**src/rtl/pixel_axis_packer_if.sv**
```systemverilog
// AXI-Stream beat bus carrying one packed pixel (nine direction values) per beat.
interface pixel_axis_packer_if #(
    parameter int DATA_WIDTH = 16
);
    localparam int TDATA_W = 9 * DATA_WIDTH;

    logic               tvalid;
    logic               tready;
    logic [TDATA_W-1:0] tdata;
    logic [TDATA_W/8-1:0] tstrb;
    logic               tlast;

    modport master (output tvalid, tdata, tstrb, tlast, input tready);
    modport slave  (input tvalid, tdata, tstrb, tlast, output tready);
endinterface

```
**src/rtl/pixel_axis_packer.sv**
```systemverilog
// Streams one frame of per-direction BRAM pixels onto AXI-Stream, one pixel per beat.
// A 2-entry buffer hides the 1-cycle BRAM latency; reads are issued against buffer credit.
module pixel_axis_packer #(
    parameter int DATA_WIDTH    = 16,
    parameter int DEPTH         = 2500,
    parameter int ADDRESS_WIDTH = 12
) (
    input  logic                     m00_axis_aclk,
    input  logic                     m00_axis_areset,
    input  logic                     start,
    output logic                     busy,
    output logic                     done,
    output logic                     read_en,
    output logic [ADDRESS_WIDTH-1:0] read_addr,
    input  logic [DATA_WIDTH-1:0]    n_in,
    input  logic [DATA_WIDTH-1:0]    null_in,
    input  logic [DATA_WIDTH-1:0]    ne_in,
    input  logic [DATA_WIDTH-1:0]    e_in,
    input  logic [DATA_WIDTH-1:0]    se_in,
    input  logic [DATA_WIDTH-1:0]    s_in,
    input  logic [DATA_WIDTH-1:0]    sw_in,
    input  logic [DATA_WIDTH-1:0]    w_in,
    input  logic [DATA_WIDTH-1:0]    nw_in,
    pixel_axis_packer_if.master      m00_axis
);
    localparam int NUM_LANES = 9;
    localparam int CNT_W     = ADDRESS_WIDTH + 1;
    localparam logic [ADDRESS_WIDTH-1:0] LAST_ADDR = ADDRESS_WIDTH'(DEPTH - 1);
    localparam logic [CNT_W-1:0]         LAST_BEAT = CNT_W'(DEPTH - 1);

    typedef enum logic [1:0] {IDLE, STREAM, DRAIN} state_t;

    typedef struct packed {
        logic                                  last;
        logic [NUM_LANES-1:0][DATA_WIDTH-1:0]  data;
    } beat_t;

    state_t                               state;
    logic [CNT_W-1:0]                     beat_cnt;
    logic                                 rd_inflight;
    logic [1:0]                           occ;
    logic                                 wr_ptr;
    logic                                 rd_ptr;
    beat_t                                fifo_mem [2];
    logic [NUM_LANES-1:0][DATA_WIDTH-1:0] lane_vec;
    logic [DATA_WIDTH-1:0]                dir_in [NUM_LANES];
    logic                                 tvalid_i;
    logic                                 push;
    logic                                 pop;
    logic [2:0]                           pending;

    // Lane 0 sits in the low bits; order matches the DDR-side unpacker.
    assign dir_in = '{n_in, null_in, ne_in, e_in, se_in, s_in, sw_in, w_in, nw_in};

    genvar l;
    generate
        for (l = 0; l < NUM_LANES; l++) begin : g_lane
            assign lane_vec[l] = dir_in[l];
        end
    endgenerate

    assign tvalid_i = (occ != 2'd0);
    assign pop      = tvalid_i & m00_axis.tready;
    assign push     = rd_inflight;

    // Words held plus words still coming back from BRAM, after this cycle's pop.
    assign pending = {1'b0, occ} + {2'b00, rd_inflight} - {2'b00, pop};
    assign read_en = (state == STREAM) && (pending < 3'd2);

    assign m00_axis.tvalid = tvalid_i;
    assign m00_axis.tdata  = fifo_mem[rd_ptr].data;
    assign m00_axis.tlast  = tvalid_i & fifo_mem[rd_ptr].last;
    assign m00_axis.tstrb  = '1;

    always_ff @(posedge m00_axis_aclk or posedge m00_axis_areset) begin
        if (m00_axis_areset) begin
            state     <= IDLE;
            busy      <= 1'b0;
            done      <= 1'b0;
            read_addr <= '0;
            beat_cnt  <= '0;
        end else begin
            done <= 1'b0;
            if (push)
                beat_cnt <= beat_cnt + 1'b1;
            case (state)
                IDLE: begin
                    if (start) begin
                        state     <= STREAM;
                        busy      <= 1'b1;
                        read_addr <= '0;
                        beat_cnt  <= '0;
                    end
                end
                STREAM: begin
                    if (read_en) begin
                        read_addr <= read_addr + 1'b1;
                        if (read_addr == LAST_ADDR)
                            state <= DRAIN;
                    end
                end
                DRAIN: begin
                    if (pop && fifo_mem[rd_ptr].last) begin
                        state <= IDLE;
                        busy  <= 1'b0;
                        done  <= 1'b1;
                    end
                end
                default: state <= IDLE;
            endcase
        end
    end

    // tlast is tagged on the way in so the head word alone decides end of packet.
    always_ff @(posedge m00_axis_aclk or posedge m00_axis_areset) begin
        if (m00_axis_areset) begin
            rd_inflight <= 1'b0;
            occ         <= 2'd0;
            wr_ptr      <= 1'b0;
            rd_ptr      <= 1'b0;
            fifo_mem[0] <= '0;
            fifo_mem[1] <= '0;
        end else begin
            rd_inflight <= read_en;
            if (push) begin
                fifo_mem[wr_ptr] <= '{last: (beat_cnt == LAST_BEAT), data: lane_vec};
                wr_ptr           <= ~wr_ptr;
            end
            if (pop)
                rd_ptr <= ~rd_ptr;
            occ <= occ + {1'b0, push} - {1'b0, pop};
        end
    end
endmodule

```
**src/flat_wrapper.sv**
```systemverilog
// flat-port wrapper written by rule: the top's interface ports become plain ports
module pixel_axis_packer_flat 
#(
    parameter int DATA_WIDTH    = 16,
    parameter int DEPTH         = 2500,
    parameter int ADDRESS_WIDTH = 12
)
  (m00_axis_aclk, m00_axis_areset, start, busy, done, read_en, read_addr, n_in, null_in, ne_in, e_in, se_in, s_in, sw_in, w_in, nw_in, m00_axis_tvalid, m00_axis_tdata, m00_axis_tstrb, m00_axis_tlast, m00_axis_tready);
  pixel_axis_packer_if #(.DATA_WIDTH(DATA_WIDTH)) m00_axis_i ();
  input  logic m00_axis_aclk;
  input  logic m00_axis_areset;
  input  logic start;
  output logic busy;
  output logic done;
  output logic read_en;
  output logic [ADDRESS_WIDTH-1:0] read_addr;
  input  logic [DATA_WIDTH-1:0] n_in;
  input  logic [DATA_WIDTH-1:0] null_in;
  input  logic [DATA_WIDTH-1:0] ne_in;
  input  logic [DATA_WIDTH-1:0] e_in;
  input  logic [DATA_WIDTH-1:0] se_in;
  input  logic [DATA_WIDTH-1:0] s_in;
  input  logic [DATA_WIDTH-1:0] sw_in;
  input  logic [DATA_WIDTH-1:0] w_in;
  input  logic [DATA_WIDTH-1:0] nw_in;
  output wire logic [$bits(m00_axis_i.tvalid)-1:0] m00_axis_tvalid;
  output wire logic [$bits(m00_axis_i.tdata)-1:0] m00_axis_tdata;
  output wire logic [$bits(m00_axis_i.tstrb)-1:0] m00_axis_tstrb;
  output wire logic [$bits(m00_axis_i.tlast)-1:0] m00_axis_tlast;
  input wire logic [$bits(m00_axis_i.tready)-1:0] m00_axis_tready;
  assign m00_axis_tvalid = m00_axis_i.tvalid;
  assign m00_axis_tdata = m00_axis_i.tdata;
  assign m00_axis_tstrb = m00_axis_i.tstrb;
  assign m00_axis_tlast = m00_axis_i.tlast;
  assign m00_axis_i.tready = m00_axis_tready;
  pixel_axis_packer #(.DATA_WIDTH(DATA_WIDTH), .DEPTH(DEPTH), .ADDRESS_WIDTH(ADDRESS_WIDTH)) u_core (.m00_axis_aclk(m00_axis_aclk), .m00_axis_areset(m00_axis_areset), .start(start), .busy(busy), .done(done), .read_en(read_en), .read_addr(read_addr), .n_in(n_in), .null_in(null_in), .ne_in(ne_in), .e_in(e_in), .se_in(se_in), .s_in(s_in), .sw_in(sw_in), .w_in(w_in), .nw_in(nw_in), .m00_axis(m00_axis_i));
endmodule
```
**config.mk**
```make
export PLATFORM = sky130hd
export DESIGN_NAME = pixel_axis_packer_flat
export DESIGN_NICKNAME = d
export VERILOG_FILES = /design/src/rtl/pixel_axis_packer_if.sv /design/src/rtl/pixel_axis_packer.sv /design/src/flat_wrapper.sv
export SDC_FILE = /design/constraint.sdc
export NUM_CORES = 1
export LEC_CHECK = 0
export BUFFER_PORTS_ARGS = -buffer_cell sky130_fd_sc_hd__clkbuf_2
export CAP_MARGIN = 40
export CELL_PAD_IN_SITES_DETAIL_PLACEMENT = 0
export CELL_PAD_IN_SITES_GLOBAL_PLACEMENT = 1
export CORE_MARGIN = 10
export CORE_UTILIZATION = 40
export CTS_CLUSTER_SIZE = 30
export DETAILED_ROUTE_END_ITERATION = 10
export GPL_ROUTABILITY_DRIVEN = 1
export MAX_ROUTING_LAYER = met4
export PLACE_DENSITY_LB_ADDON = 0.1
export SYNTH_ARGS = -nofsm -noshare
export SYNTH_HDL_FRONTEND = slang
export SYNTH_SLANG_ARGS = --single-unit
```
**constraint.sdc**
```tcl
create_clock -name m00_axis_aclk -period 13 [get_ports m00_axis_aclk]
set_clock_uncertainty 0.05 [all_clocks]
set_input_delay 1.95 -clock m00_axis_aclk [delete_from_list [all_inputs] [get_ports m00_axis_aclk]]
set_output_delay 1.95 -clock m00_axis_aclk [all_outputs]
set_load 0.005 [all_outputs]
```
==> metrics.log <==
INFO  metric globalRouteTotalUtil = ~16%
INFO  metric start_kind = primary input
INFO  metric post_layout_nets = around 1400
INFO  metric leakage = 8.00 nW
INFO  metric synth-seq-cells = 324
INFO  metric timing.final.crit_share = between 40% and 50%
INFO  metric synth-seq-area-share = a little under three fifths
INFO  metric relative_contribution_of_combinational_cells_to_total_power = between 30% and 40%
INFO  metric worst-setup-path-type = in2out
INFO  metric synth_cell_type_count = 35
INFO  metric drt_first_pass_iters = 4
INFO  metric maxCapViolCount = 0
INFO  metric drt-total-wl = approximately 34 mm
INFO  metric io-pin-count = 327
INFO  metric mappedNetlistArea = 0.0141 mm2
INFO  metric synthTopCellsByArea = sky130_fd_sc_hd__dfrtp_1 (57%), sky130_fd_sc_hd__mux2_2 (34%), sky130_fd_sc_hd__clkbuf_1 (1.4%), sky130_fd_sc_hd__buf_4 (0.96%), sky130_fd_sc_hd__xnor2_1 (0.87%)
INFO  metric swShare = 30.5%
INFO  metric critical-path-max-stage-delay = about 0.48 ns
INFO  metric die_h = between 200 and 250 um
INFO  metric dp.final_hpwl = ~24 mm
INFO  metric cts.path.max_buffers = 3
INFO  metric power.density = around 260 mW/mm2
INFO  metric grt_antenna_before_repair = 9
INFO  metric cts_setup_buffers = 0
INFO  metric critPathArrivalTime = between 4 and 5 ns
INFO  metric final.setup.tns = 0 ns
INFO  metric fill_cells = 3145
INFO  metric total_via_count_in_the_routed_design = 8724
INFO  metric cts_num_sinks = approximately 320
INFO  metric synth_top_area_share = between 50% and 60%
INFO  metric setup.worst_path.end_class = primary output
INFO  metric critical_path.slowest_cell = sky130_fd_sc_hd__or3b_1
INFO  metric place_ws = between 6 and 7 ns
INFO  metric timing_worst_slew_pin_value = 0.725 ns
INFO  metric rsz0062_at_grt = false
INFO  metric wl_per_cell = around 19 um
INFO  metric postSynthAreaPerCell = between 10 and 15 um2
INFO  metric floorplan.initialDensity = between 40 and 50%
INFO  metric grt_start_max_net_pins = slightly above 90
INFO  metric setup_slack = between 6 and 7 ns
INFO  metric irDropWorstVdd = ~0.00015 V
INFO  metric placeableCoreArea = between 0.03 and 0.04 mm2
INFO  metric row_count = 68
INFO  metric max_clock_freq = 0.158 GHz
INFO  metric drc_errors = 0
INFO  metric detail-route-antenna-nets = 0
INFO  metric worst_hold_path_type = reg2reg
INFO  metric intPower = approximately 0.0032 W
INFO  metric detail_route.iter0.violations = approximately 370
INFO  metric cts.htree.levels = 2
INFO  metric area_growth_synth_to_finish = 24.2%
INFO  metric cts_root_buf = sky130_fd_sc_hd__clkbuf_16
INFO  metric clk_transition_reported_paths = 0.06 ns
INFO  metric worstPathMaxFanout = 7
INFO  metric p_total = between 0.004 and 0.005 W
INFO  metric ctsHoldBuffers = 0
INFO  metric die_area = 0.0433 mm2
INFO  metric fraction_of_layout_cells_with_a_size_suffix_above_1 = approximately 63%
INFO  metric maxSlewHeadroom = between 50% and 60%
INFO  metric avgViaCountPerCell = approximately 4.9
INFO  metric clkLatencyLatePin = about 0.52 ns
INFO  metric final-hold-violation-count = 0
INFO  metric die-width = 208 um
INFO  metric overflow = 0
INFO  metric cts_buffers = 38
INFO  metric number_of_buffers_added_on_ports = between 300 and 400
INFO  metric cts_repair_resize_count = 0
INFO  metric place.gp.congestion = 0.724
INFO  metric synthCells = a little under 1000
INFO  metric synth_area_leader_cell = sky130_fd_sc_hd__dfrtp_1
INFO  metric seqPwrFrac = 37.7%
INFO  metric post-route-util = 50.6%
INFO  metric via_count_of_the_first_global_routing_pass = around 9500
INFO  metric final_critical_period = roughly 6.3 ns
INFO  metric timing.critical_path.cells = clkbuf_2 > o21ai_0 > inv_1 > ha_1 > inv_1 > ha_1 > fa_1 > or3b_1 > or2_2 > inv_1 > clkbuf_2
INFO  metric critical_path.most_common_cell = sky130_fd_sc_hd__inv_1
INFO  metric tritoncts = built
INFO  metric setup-violations-final = 0
INFO  metric grt_first_pass_wirelength = between 50 and 60 mm
INFO  metric clockPowerShare = a little under a quarter
INFO  metric net_switching_component_of_the_power = around 0.0014 W
INFO  metric yosys_warnings = 0
INFO  metric status = finished clean
INFO  metric cp.required = ~11 ns
INFO  metric final_max_slew_viol_count = 0
-- layout make-up --
class,count,area [um2],area share (%)
Clock buffer,56,1110,6.31
Inverter,12,52.6,0.299
Antenna cell,9,22.5,0.128
Multi-Input combinational cell,577,5740,32.7
Clock inverter,9,145,0.826
Sequential cell,324,8110,46.2
Tap cell,455,569,3.24
Timing Repair Buffer,325,1820,10.3
-- cells by family (layout without fill, tap and decap cells) --
logic type      after synthesis  in the layout  synth area share, %
compound gates               20             20                0.769
other cells                   1             27               0.0265
mux                         434            434                 34.5
simple gates                 81             81                 3.02
flops                       324            324                 57.3
xor+xnor                     19             19                 1.18
buf+inv                      83            402                 2.69
fa+ha+maj                     5              5                0.495
-- critical path: cells and delay by family --
family          cells  cell delay, ns
compound gates      1            0.14
fa+ha+maj           3            0.93
buf+inv             5            0.45
simple gates        2            0.83
-- flip-flops by register name, summed over array words and instances (netlist names) --
name,cells
u_core.fifo_mem,290
u_core.beat_cnt,13
u_core.read_addr,12
u_core.occ,2
u_core.state,2
u_core.busy,1
u_core.done,1
u_core.push,1
u_core.rd_ptr,1
u_core.wr_ptr,1
-- path summary, 6_finish.rpt --
kind                                               endpoint  slack [ns]  depth (start not counted)                              from
setup / recovery                                    read_en        6.68                         11                   m00_axis_tready
setup reg to reg           u_core.read_addr[11]$_DFFE_PP0P_        9.42                         10           u_core.occ[1]$_DFF_PP0_
hold / removal             u_core.fifo_mem[144]$_DFFE_PP0P_        0.44                          2  u_core.fifo_mem[144]$_DFFE_PP0P_
min in group asynchronous   u_core.fifo_mem[25]$_DFFE_PP0P_        1.38                          2                   m00_axis_areset
max in group asynchronous   u_core.fifo_mem[69]$_DFFE_PP0P_        9.82                          5                   m00_axis_areset
hold reg to reg            u_core.fifo_mem[144]$_DFFE_PP0P_        0.44                          2  u_core.fifo_mem[144]$_DFFE_PP0P_
-- placed cells by master (no fill, tap or decap), drive strengths merged, types with 7 or more instances in the layout --
master  synthesis  routed
xnor2          14      14
a21oi           7       7
clkbuf         52     364
conb            1      18
mux2          432     432
nand2          16      16
o21ai          10      10
inv            12      14
buf            19      17
diode           0       9
nor3            8       8
nor2           18      18
dfrtp         324     324
nand3          10      10
-- metrics by stage --
stage | instances | hold slack, ns | cell area, um2
finish | 1767 | 0.437 | 17600
global route | 1767 | 0.458 | 17600
CTS | 1758 | 0.438 | 17500
detailed placement | 1693 | 0.420 | 16300
global placement | 1685 | 0.419 | 16100
floorplan | 984 | 0.399 | 14200
-- per-layer routing --
layer,global-route usage (%),wire length (um),up-vias
met2,24.7,16200,204
met4,4.23,697,0
li1,-,-,4043
met1,19.6,14800,4423
met5,-,0,-
met3,5.33,2600,54
-- power by group through the flow --
stage | logic [W] | registers [W] | clock network [W]
floorplan | 0.00124 | 0.00167 | 0
global placement | 0.00183 | 0.00175 | 0
detailed placement | 0.00188 | 0.00177 | 0
CTS | 0.00189 | 0.00175 | 0.00110
global route | 0.00202 | 0.00182 | 0.00114
finish | 0.00183 | 0.00175 | 0.00106
-- synthesized netlist by cell type (all sizes together) --
cell type and count:
a21oi 7, a31o 1, and2 1, and3 1, buf 19, clkbuf 52, conb 1, dfrtp 324
fa 1, ha 4, inv 12, mux2 432, mux2i 2, nand2 16, nand2b 1, nand3 10
nand3b 1, nand4 5, nand4b 1, nor2 18, nor3 8, nor3b 1, nor4 4, nor4b 3
o21ai 10, o31ai 2, or2 2, or3 4, or3b 1, or4 4, xnor2 14, xor2 5
(Power assumes the default switching activity.)
